File: src/rtl/nco_sequencer.sv
// Table-driven note sequencer feeding the NCO phaseinc/enable/waveform inputs.
// Optional inter-note silence is built when NCO_SEQ_GAP_EN is defined.
//   state | meaning
//   IDLE  | no playback, outputs cleared
//   LOAD  | read table[idx], start note or finish on an end marker
//   PLAY  | hold note until dur ticks have elapsed
//   GAP   | silent ticks between notes (NCO_SEQ_GAP_EN only)
module nco_sequencer #(
  parameter int DEPTH     = 16,
  parameter int AW        = 4,
  parameter int DUR_W     = 16,
  parameter int TICK_DIV  = 32768,
  parameter int GAP_TICKS = 1
) (
  input  logic             clk,
  input  logic             rst_n,
  input  logic             wr_en,
  input  logic [AW-1:0]    wr_addr,
  input  logic [7:0]       wr_phaseinc,
  input  logic [DUR_W-1:0] wr_dur,
  input  logic             wr_sel,
  input  logic             start,
  input  logic             stop,
  input  logic             loop,
  input  logic [AW-1:0]    last_idx,
  output logic             nco_enable,
  output logic [7:0]       phaseinc,
  output logic             wave_sel,
  output logic             busy,
  output logic [AW-1:0]    cur_idx,
  output logic             done
);

  localparam int PW = (TICK_DIV > 2) ? $clog2(TICK_DIV) : 1;

  typedef enum logic [1:0] {S_IDLE, S_LOAD, S_PLAY, S_GAP} state_t;

  state_t           state_q, state_d;
  logic [PW-1:0]    pre_q, pre_d;
  logic [AW-1:0]    idx_q, idx_d, last_q, last_d, cur_q, cur_d;
  logic [DUR_W-1:0] dur_q, dur_d;
  logic             en_q, en_d, sel_q, sel_d, done_q, done_d;
  logic [7:0]       pinc_q, pinc_d;
  logic             tick;

  logic [7:0]       tbl_pinc [DEPTH];
  logic [DUR_W-1:0] tbl_dur  [DEPTH];
  logic             tbl_sel  [DEPTH];
  logic [7:0]       rd_pinc;
  logic [DUR_W-1:0] rd_dur;
  logic             rd_sel;

`ifdef NCO_SEQ_GAP_EN
  logic [31:0] gap_q, gap_d;
`else
  logic unused_gap;
  assign unused_gap = |32'(GAP_TICKS);
`endif

  assign tick  = (pre_q == PW'(TICK_DIV - 1));
  assign pre_d = tick ? '0 : pre_q + 1'b1;

  // Table has no reset; a write in the LOAD cycle lands after the read.
  always_ff @(posedge clk) begin
    if (wr_en) begin
      tbl_pinc[wr_addr] <= wr_phaseinc;
      tbl_dur[wr_addr]  <= wr_dur;
      tbl_sel[wr_addr]  <= wr_sel;
    end
  end

  assign rd_pinc = tbl_pinc[idx_q];
  assign rd_dur  = tbl_dur[idx_q];
  assign rd_sel  = tbl_sel[idx_q];

  always_comb begin
    state_d = state_q;
    idx_d   = idx_q;
    last_d  = last_q;
    cur_d   = cur_q;
    dur_d   = dur_q;
    en_d    = en_q;
    pinc_d  = pinc_q;
    sel_d   = sel_q;
    done_d  = 1'b0;
`ifdef NCO_SEQ_GAP_EN
    gap_d   = gap_q;
`endif
    if (stop) begin
      state_d = S_IDLE;
      en_d    = 1'b0;
      pinc_d  = '0;
      sel_d   = 1'b0;
      cur_d   = '0;
    end else begin
      case (state_q)
        S_IDLE: begin
          if (start) begin
            state_d = S_LOAD;
            idx_d   = '0;
            last_d  = last_idx;
          end
        end
        S_LOAD: begin
          if (rd_dur == '0) begin
            state_d = S_IDLE;
            en_d    = 1'b0;
            pinc_d  = '0;
            sel_d   = 1'b0;
            cur_d   = '0;
            done_d  = 1'b1;
          end else begin
            state_d = S_PLAY;
            pinc_d  = rd_pinc;
            sel_d   = rd_sel;
            cur_d   = idx_q;
            en_d    = 1'b1;
            dur_d   = rd_dur;
          end
        end
        S_PLAY: begin
          if (tick) begin
            dur_d = dur_q - DUR_W'(1);
            if (dur_q == DUR_W'(1)) begin
              if ((idx_q != last_q) || loop) begin
                idx_d = (idx_q == last_q) ? '0 : idx_q + 1'b1;
`ifdef NCO_SEQ_GAP_EN
                state_d = S_GAP;
                en_d    = 1'b0;
                gap_d   = 32'(GAP_TICKS);
`else
                state_d = S_LOAD;
`endif
              end else begin
                state_d = S_IDLE;
                en_d    = 1'b0;
                pinc_d  = '0;
                sel_d   = 1'b0;
                cur_d   = '0;
                done_d  = 1'b1;
              end
            end
          end
        end
`ifdef NCO_SEQ_GAP_EN
        S_GAP: begin
          if (tick) begin
            gap_d = gap_q - 32'd1;
            if (gap_q == 32'd1) state_d = S_LOAD;
          end
        end
`endif
        default: state_d = S_IDLE;
      endcase
    end
  end

  always_ff @(posedge clk or negedge rst_n) begin
    if (!rst_n) begin
      state_q <= S_IDLE;
      pre_q   <= '0;
      idx_q   <= '0;
      last_q  <= '0;
      cur_q   <= '0;
      dur_q   <= '0;
      en_q    <= 1'b0;
      pinc_q  <= '0;
      sel_q   <= 1'b0;
      done_q  <= 1'b0;
`ifdef NCO_SEQ_GAP_EN
      gap_q   <= '0;
`endif
    end else begin
      state_q <= state_d;
      pre_q   <= pre_d;
      idx_q   <= idx_d;
      last_q  <= last_d;
      cur_q   <= cur_d;
      dur_q   <= dur_d;
      en_q    <= en_d;
      pinc_q  <= pinc_d;
      sel_q   <= sel_d;
      done_q  <= done_d;
`ifdef NCO_SEQ_GAP_EN
      gap_q   <= gap_d;
`endif
    end
  end

  assign nco_enable = en_q;
  assign phaseinc   = pinc_q;
  assign wave_sel   = sel_q;
  assign busy       = (state_q != S_IDLE);
  assign cur_idx    = cur_q;
  assign done       = done_q;

endmodule

File: config.mk
export PLATFORM = sky130hd
export DESIGN_NAME = nco_sequencer
export DESIGN_NICKNAME = d
export VERILOG_FILES = /design/src/rtl/nco_sequencer.sv
export SDC_FILE = /design/constraint.sdc
export NUM_CORES = 1
export LEC_CHECK = 0
export CAP_MARGIN = 30
export CORE_ASPECT_RATIO = 1.1
export CORE_MARGIN = 2
export CORE_UTILIZATION = 44
export CTS_BUF_LIST = sky130_fd_sc_hd__clkbuf_4
export DETAILED_ROUTE_END_ITERATION = 8
export SYNTH_ARGS = -nofsm -noshare
export SYNTH_HDL_FRONTEND = slang
export SYNTH_SLANG_ARGS = --single-unit
File: constraint.sdc
create_clock -name clk -period 3.98 [get_ports clk]
set_clock_uncertainty 0.15 [all_clocks]
set_input_delay 0.398 -clock clk [delete_from_list [all_inputs] [get_ports clk]]
set_output_delay 0.398 -clock clk [all_outputs]
set_load 0.05 [all_outputs]
# Word level (Yosys, flattened, before mapping)
# Memories as Yosys holds them, arrays and structs flattened.
# Index checks and enable logic that the tools add are counted.
# word_totals
ram_bits	400
wordCells	90
n_memories	3
output_inout_bits	16
reg_bits	56
inputBits	39
# classes
bitwise_logic	1
n_mux	46
add_sub_neg	3
n_eq_ne	15
n_reduce_logical	12
# mem_list
memory	words	width	rd	rd_clocked_by_memory_dff	write_ports	line_no	text
tbl_dur	16	16	1	0	1	47	logic [DUR_W-1:0] tbl_dur [DEPTH];
tbl_pinc	16	8	1	0	1	46	logic [7:0] tbl_pinc [DEPTH];
tbl_sel	16	1	1	0	1	48	logic tbl_sel [DEPTH];
# ops
cell	count
$mux W4	10
$mux W8	5
$mux W16	2
$pmux W16 S2	1
$eq A16 B1 Y1 const B	1
$logic_not A16 Y1	1
$pmux W4 S2	2
$pmux W8 S2	1
$sub A16 B1 Y16 const B	1
$add A15 B1 Y15 const B	1
$eq A15 B15 Y1 const B	1
$mux W1	15
$mux W15	1
$ne A3 B3 Y1 const B	4
$mux W2	5
$ne A2 B2 Y1 const B	5
$reduce_and A4 Y1	2
$pmux W1 S2	3
$pmux W2 S3	1
$reduce_and A3 Y1	2
$reduce_and A6 Y1	1
$reduce_bool A2 Y1	3
$add A4 B1 Y4 const B	1
$eq A4 B4 Y1	1
other kinds (7)	7

# Longest topological paths before layout
# Gate-level depths: netlist of run 1.
# depth
word_depth	7
mapped_depth	13
ltp_nobuf	9

# Worst setup path after synthesis of run 1
# No wires, ideal clock.
# synth_path
kind	input -> register
startpoint	in wr_addr[2]
endpoint	mem tbl_dur[0][0], enable pin
path_slack_ps	744
path_buffers	0
required_ps	3391
cell_stages	2
setup_ps	439
arrival_ps	2647
cell_sequence	or3b_2 nor3_1
# synth_lines
element	line_no	text
from (decl)	18	input logic [AW-1:0] wr_addr,
to (decl)	47	
# Straight into the memory's write port.

# Worst setup path after layout of run 1
# layout_path
startpoint	reg idx_q[1]
endpoint	reg dur_q[9]
# layout_between
elab_chain_cells	4
elab_cells_between_ends	6
classes_between	eq/ne: 1; mux: 2; reduce/logical: 2; memory: 1
# layout_lines
element	line_no	text
from (decl)	40	logic [AW-1:0] idx_q, idx_d, last_q, last_d, cur_q, cur_d;
from (signal assigned)	176	idx_q <= idx_d;
$mem_v2 Z16 W16 *	-	
$logic_not A16 Y1	105	if (rd_dur == '0) begin
$ne A2 B2 Y1 (no source line)	-	
$reduce_and A4 Y1 (no source line)	-	
to (signal assigned)	179	dur_q <= dur_d;
to (decl)	41	logic [DUR_W-1:0] dur_q, dur_d;
# Every way passes the cells marked *; elsewhere a longest branch is shown, timed or not. The select of a mux whose other input is x is not followed.
# A chain may end at the register's enable or synchronous reset.

==> results.yml, run 1 <==
clock_tree:
  cts-root-buf: "clkbuf_4"
  clk_pin_slew_worst_paths_ns: 0.07
  h-tree-depth: 3
  numCtsBuffers: 112
  cts_buffer_depth: 3
  clock_latency_ns: 0.87
  cts_tree: "done"
  clock_sinks: 456
  cts_resized: 0
global_routing:
  grt_max_degree: 30
  grt_pass1_vias: 10700
  grt_usage_pct: 20.3
  overflow: 0
  grt_first_pass_wirelength_um: 65900
  antenna_found_initial: 1
pwr:
  combinationalPowerShare_pct: 18.9
  seqPwrFrac_pct: 47.8
  pwr-share-clk_pct: 33.3
  max-vdd-ir-drop_uv: 337
  p_int_mw: 8.54
  p_switching_mw: 3.29
  p_leak_nw: 7.28
  p_per_area_nw_per_um2: 542
  swShare_pct: 27.8
run_status:
  status: "completed"
drt:
  wirelength_um: 43700
  route.detailed.drc: 0
  routed_via_density: 5.56
  drt-initial-drc-count: 763
  avgRoutedWirePerCell_um: 23.7
  dr.pass1.iters: 5
  ant_nets: 0
  vias: 10200
floorplanning:
  coreArea_um2: 42100
  row_count: 79
  ios: 55
  dieWidth_um: 201
  die_area_um2: 44100
  die_y_um: 220
  start_util_pct: 44.4
sta:
  report.final.slew_viol_count: 0
  fin_crit_ns: 3.66
  worstMarginPinSlew_ns: 0.948
  rsz0062_at_grt: "no"
  fmax_mhz: 273
  hold_violations: 0
  post-route-period-util_pct: 92.0
  tns_ns: 0
  setup_viol: 0
  slew_headroom_pct: 36.2
synth:
  synth_area_per_cell_um2: 18.8
  synth-main-ff-cell: "edfxtp_1"
  ys_warn_count: 0
  syn_nets: 1043
  async_flop_share_pct: 12.3
  synth-edff-count: 400
  syn-cell-area_um2: 18700
  syn-instance-count: 996
  ys_types: 60
  ys_seq_elements: 456
  ys_seq_area_share_pct: 71.8
finish:
  final_area_um2: 21800
  num-fill-cells: 3549
  syn2layout_area_growth_pct: 16.7
  nNetsFinal: 1222
  layout-drive-gt1-share_pct: 31.6
  multiInputGateArea_um2: 4970
  seqCellArea_um2: 13400
critical_path:
  arrival_ns: 4.23
  cp-start-kind: "register"
  critPathSlowestCell: "dfrtp_4"
  path_class: "reg2reg"
  crit_required_ns: 4.55
  slowest_delay_ns: 0.55
  critPathMaxFanout: 24
  cp_cell_sequence: "buf_4 > mux4_1 > a22o_1 > a221oi_1 > nand4bb_1 > nor4_1 > a21oi_1 > mux2_1"
  worstSetupEndpointType: "register"
min_path:
  hp-class: "in2reg"
placement:
  io_buffers: 54
  hpwl_um: 26300
  gp_congestion: 0.801
  dpl_cell_area_um2: 20200
run:
  maxCapViolCount: 0
## final cells by class
| cell class | instances | area share [%] |
|---|---|---|
| antenna | 1 | 0.0115 |
| clock inverter | 33 | 0.717 |
| sequential | 456 | 61.5 |
| timing repair buffer | 116 | 5.11 |
| inverter | 23 | 0.396 |
| multi-input combinational | 466 | 22.8 |
| tap | 567 | 3.25 |
| clock buffer | 179 | 6.16 |
## worst max-delay path, delay by kind of cell, from the launching register on
kind,cells,cell delay (ns)
AND/OR/NAND/NOR,2,0.70
flip-flops,1,0.55
buffers and inverters,1,0.40
AO/OA/AOI/OAI,3,1.01
multiplexers,2,0.70
## path summary, 6_finish.rpt
check                      slack (ns)  cells after the start        from         end
setup / recovery                 0.32                      8    idx_q[1]    dur_q[9]
hold / removal                   0.16                      4        loop        done
setup reg to reg                 0.32                      8    idx_q[1]    dur_q[9]
hold reg to reg                  0.33                      1  nco_enable  nco_enable
max in group asynchronous        2.30                      4       rst_n   dur_q[12]
min in group asynchronous        0.44                      4       rst_n    idx_q[2]
## cell usage after synthesis, types with 4 or more instances
library cell / count / area, um^2
a22o_1: 22 / 193
nor4_1: 6 / 37.5
buf_1: 6 / 22.5
mux4_1: 8 / 210
xor2_1: 9 / 78.8
a221oi_1: 18 / 158
buf_6: 7 / 78.8
buf_12: 4 / 80.1
o211ai_1: 4 / 30.0
mux4_2: 87 / 1960
clkbuf_1: 23 / 86.3
a21oi_1: 16 / 80.1
nor2b_1: 5 / 31.3
nor2_1: 48 / 180
a21o_1: 4 / 30.0
nand3_1: 12 / 60.1
a21oi_2: 12 / 105
dfrtp_1: 56 / 1400
and3_1: 12 / 75.1
a311o_2: 12 / 135
nor3_1: 21 / 105
buf_2: 9 / 45.0
nand2_1: 26 / 97.6
xnor2_1: 8 / 70.1
and2_1: 5 / 31.3
a22oi_1: 8 / 60.1
nand2b_1: 5 / 31.3
inv_1: 23 / 86.3
ha_1: 8 / 100
o21ai_0: 9 / 45.0
edfxtp_1: 400 / 12000
nand4_1: 17 / 106
nor3_2: 13 / 130
mux2i_1: 32 / 320
mux2_2: 4 / 45.0
## routing by layer
| metal | global-route usage [%] | share of wire (%) | vias up | routed length, um |
|---|---|---|---|---|
| met1 | 26.6 | 42 | 5307 | 18600 |
| met2 | 34.2 | 50 | 326 | 21900 |
| met5 | 0 | 0 | - | 0 |
| met3 | 4.67 | 5.8 | 52 | 2540 |
| li1 | - | - | 4552 | - |
| met4 | 6.35 | 1.6 | 0 | 697 |
## logic make-up (layout without fill, tap and decap cells)
group	Yosys count	after routing	synth area share, %
flip-flops	456	456	71.8
AND/OR/NAND/NOR	187	187	5.70
multiplexers	132	132	13.6
AO/OA/AOI/OAI	122	122	5.36
buffers and inverters	74	351	2.22
XOR/XNOR	17	17	0.797
adder cells (fa/ha/maj)	8	8	0.536
other	0	1	0
## sequential cells by signal, indices dropped and copies added (netlist names)
name,cells
pre_q,15
tbl_dur,256
phaseinc,8
state_q,2
idx_q,4
dur_q,16
wave_sel,1
cur_idx,4
tbl_pinc,128
nco_enable,1
tbl_sel,16
last_q,4
done,1
## through the flow
stage,instances,worst slack [ns],util (%),hold WS [ns],power [mW]
6_report,1841,0.319,51.8,0.157,11.8
5_1_grt,1841,0.0343,51.8,0.119,12.4
4_1_cts,1840,0.341,51.8,0.0627,12.0
3_5_place_dp,1621,0.371,48.0,0.147,8.00
3_3_place_gp,1619,0.396,48.0,0.311,7.98
2_1_floorplan,996,0.744,-,-0.0476,7.34
## power by group through the flow
stage / clock network (mW) / registers, mW / logic (mW)
6_report: 3.93 / 5.65 / 2.23
4_1_cts: 4.05 / 5.65 / 2.26
5_1_grt: 4.31 / 5.69 / 2.41
3_3_place_gp: 0 / 5.74 / 2.23
3_5_place_dp: 0 / 5.75 / 2.25
2_1_floorplan: 0 / 5.78 / 1.56
## what timing repair did
| item | 4_1_cts | 5_1_grt |
|---|---|---|
| setup endpoints to repair | 0 | 0 |
| hold endpoints to repair | 60 | 0 |
| setup buffers | 0 | 0 |
| hold buffers | 7 | 0 |
## cell usage in the layout, fill, tap and decap left out, types with 9 or more instances in the layout
cell / n
a21oi_1: 16
a21oi_2: 12
a221oi_1: 18
a22o_1: 22
a311o_2: 12
and3_1: 12
buf_4: 47
clkbuf_4: 179
clkdlybuf4s50_1: 53
clkinv_1: 24
dfrtp_1: 54
edfxtp_1: 400
inv_1: 23
mux2i_1: 32
mux4_2: 87
nand2_1: 26
nand3_1: 12
nand4_1: 17
nor2_1: 36
nor2_4: 12
nor3_1: 17
nor3_2: 17
o21ai_0: 9
xor2_1: 9
No activity file was read; power rests on OpenSTA's default activity.
==> run 2, diff against run 1 <==
- CORE_MARGIN: 2 -> not set
- CTS_CLUSTER_DIAMETER: not set -> 120
==> results.yml, run 2 (synthesis results as in run 1) <==
drt:
  dr.pass1.iters: 6
  wirelength_um: 43400
  vias: 10100
  avgRoutedWirePerCell_um: 23.9
  drt-initial-drc-count: 740
  ant_nets: 0
  routed_via_density: 5.56
  route.detailed.drc: 0
clock_tree:
  clk_pin_slew_worst_paths_ns: 0.06
  h-tree-depth: 3
  cts_resized: 0
  cts_tree: "done"
  clock_latency_ns: 0.84
  cts_buffer_depth: 3
  cts_setup_buffers: 0
  cts-root-buf: "clkbuf_4"
  clock_sinks: 456
  cts_hold_buf: 6
  numCtsBuffers: 112
sta:
  rsz0062_at_grt: "no"
  worstMarginPinSlew_ns: 0.974
  fin_crit_ns: 3.60
  tns_ns: 0
  fmax_mhz: 277
  hold_violations: 0
  report.final.slew_viol_count: 0
  hold_slack_ns: 0.0852
  setup_viol: 0
  slew_headroom_pct: 34.9
  post-route-period-util_pct: 90.6
critical_path:
  worst_r2r_path_depth: 8
  critPathSlowestCell: "mux4_1"
  r2r_start: "idx_q[0]"
  cp_cell_sequence: "buf_12 > mux4_1 > a22o_1 > a221oi_1 > nand4bb_1 > nor4_1 > a21oi_1 > mux2_1"
  critPathMaxFanout: 25
  worstSetupEndpointType: "register"
  crit_required_ns: 4.55
  path_class: "reg2reg"
  r2r-end: "dur_q[9]"
  cp-start-kind: "register"
  r2r_slack_ns: 0.38
  slowest_delay_ns: 0.58
  arrival_ns: 4.17
pwr:
  seqPwrFrac_pct: 47.3
  max-vdd-ir-drop_uv: 313
  p_per_area_nw_per_um2: 549
  pwr-share-clk_pct: 34.0
  p_switching_mw: 3.21
  p_leak_nw: 7.25
  p_int_mw: 8.71
  combinationalPowerShare_pct: 18.6
  swShare_pct: 26.9
placement:
  hpwl_um: 25400
  gp_congestion: 0.798
  io_buffers: 54
global_routing:
  overflow: 0
  antenna_found_initial: 1
  grt_first_pass_wirelength_um: 65500
  grt_max_degree: 67
  grt_pass1_vias: 10500
  grt_usage_pct: 21.0
finish:
  nNetsFinal: 1217
  largest_reg_flops: 256
  multiInputGateArea_um2: 4970
  syn2layout_area_growth_pct: 16.3
  seqCellArea_um2: 13400
  num-fill-cells: 3455
  largest_register: "tbl_dur"
  layout_common_cells: "edfxtp_1, clkbuf_4, mux4_2, dfrtp_1, clkdlybuf4s50_1"
  top_regs: "tbl_dur (256), tbl_pinc (128)"
  layout_commonest_cell: "edfxtp_1"
  layout-drive-gt1-share_pct: 31.2
floorplanning:
  start_util_pct: 45.0
  coreArea_um2: 41600
  die_area_um2: 43300
  row_count: 78
  dieWidth_um: 199
  die_y_um: 218
  ios: 55
min_path:
  hp-class: "in2async"
run:
  maxCapViolCount: 0
run_status:
  status: "completed"
## run 2: cell types whose count changed in the layout (fill, tap and decap cells not counted), sizes merged
cell / change
bufinv: +4
inv: -2
dlygate4sd3: -1
clkbuf: -5
buf: -4
clkinv: -9
## run 2: how the worst max path moves through the flow
stage               cells after the start  slack [ns]       start       endpoint
finish                                  8        0.38    idx_q[0]       dur_q[9]
global route                            8        0.14    idx_q[0]       dur_q[9]
CTS                                     9        0.36    idx_q[0]       dur_q[9]
detailed placement                      9        0.39    idx_q[0]       dur_q[9]
global placement                        9        0.38    idx_q[0]       dur_q[9]
floorplan                               2        0.74  wr_addr[2]  tbl_dur[0][0]
## run 2: layer usage
metal	vias up	track usage [%]	wire [um]
met3	71	4.58	2500
met4	0	7.59	877
met2	337	33.5	21200
met5	-	0	0
met1	5182	28.6	18900
li1	4512	-	-
## run 2: layout make-up
| type | count | area share [%] |
|---|---|---|
| clock inverters | 26 | 0.967 |
| clock buffers | 174 | 6.01 |
| multi-input cells | 466 | 22.9 |
| flip-flops and latches | 456 | 61.7 |
| diodes | 1 | 0.0115 |
| repair buffers | 111 | 4.77 |
| well taps | 560 | 3.22 |
| inverters | 23 | 0.397 |
## run 2: power by group through the flow
stage	sequential, mW	clock, mW	combinational, mW
3_3_place_gp	5.74	0	2.22
3_5_place_dp	5.74	0	2.24
5_1_grt	5.68	4.42	2.41
4_1_cts	5.65	4.18	2.25
6_report	5.65	4.06	2.22
2_1_floorplan	5.78	0	1.56
## run 2: per-stage QoR
step	instances	util [%]	setup WS (ns)	cell area (um^2)	power, mW
after detailed placement	1610	48.5	0.395	20200	7.99
after floorplan	996	-	0.744	18700	7.34
after global routing	1817	52.3	0.143	21700	12.5
final	1817	52.3	0.375	21700	11.9
after global placement	1609	48.4	0.380	20100	7.96
after CTS	1816	52.3	0.362	21700	12.1
## run 2: worst max-delay path, delay by kind of cell (launching register included)
kind	cells	cell delay (ns)
simple gates	2	0.65
compound gates	3	1.00
buf+inv	1	0.25
mux	2	0.92
flops	1	0.52
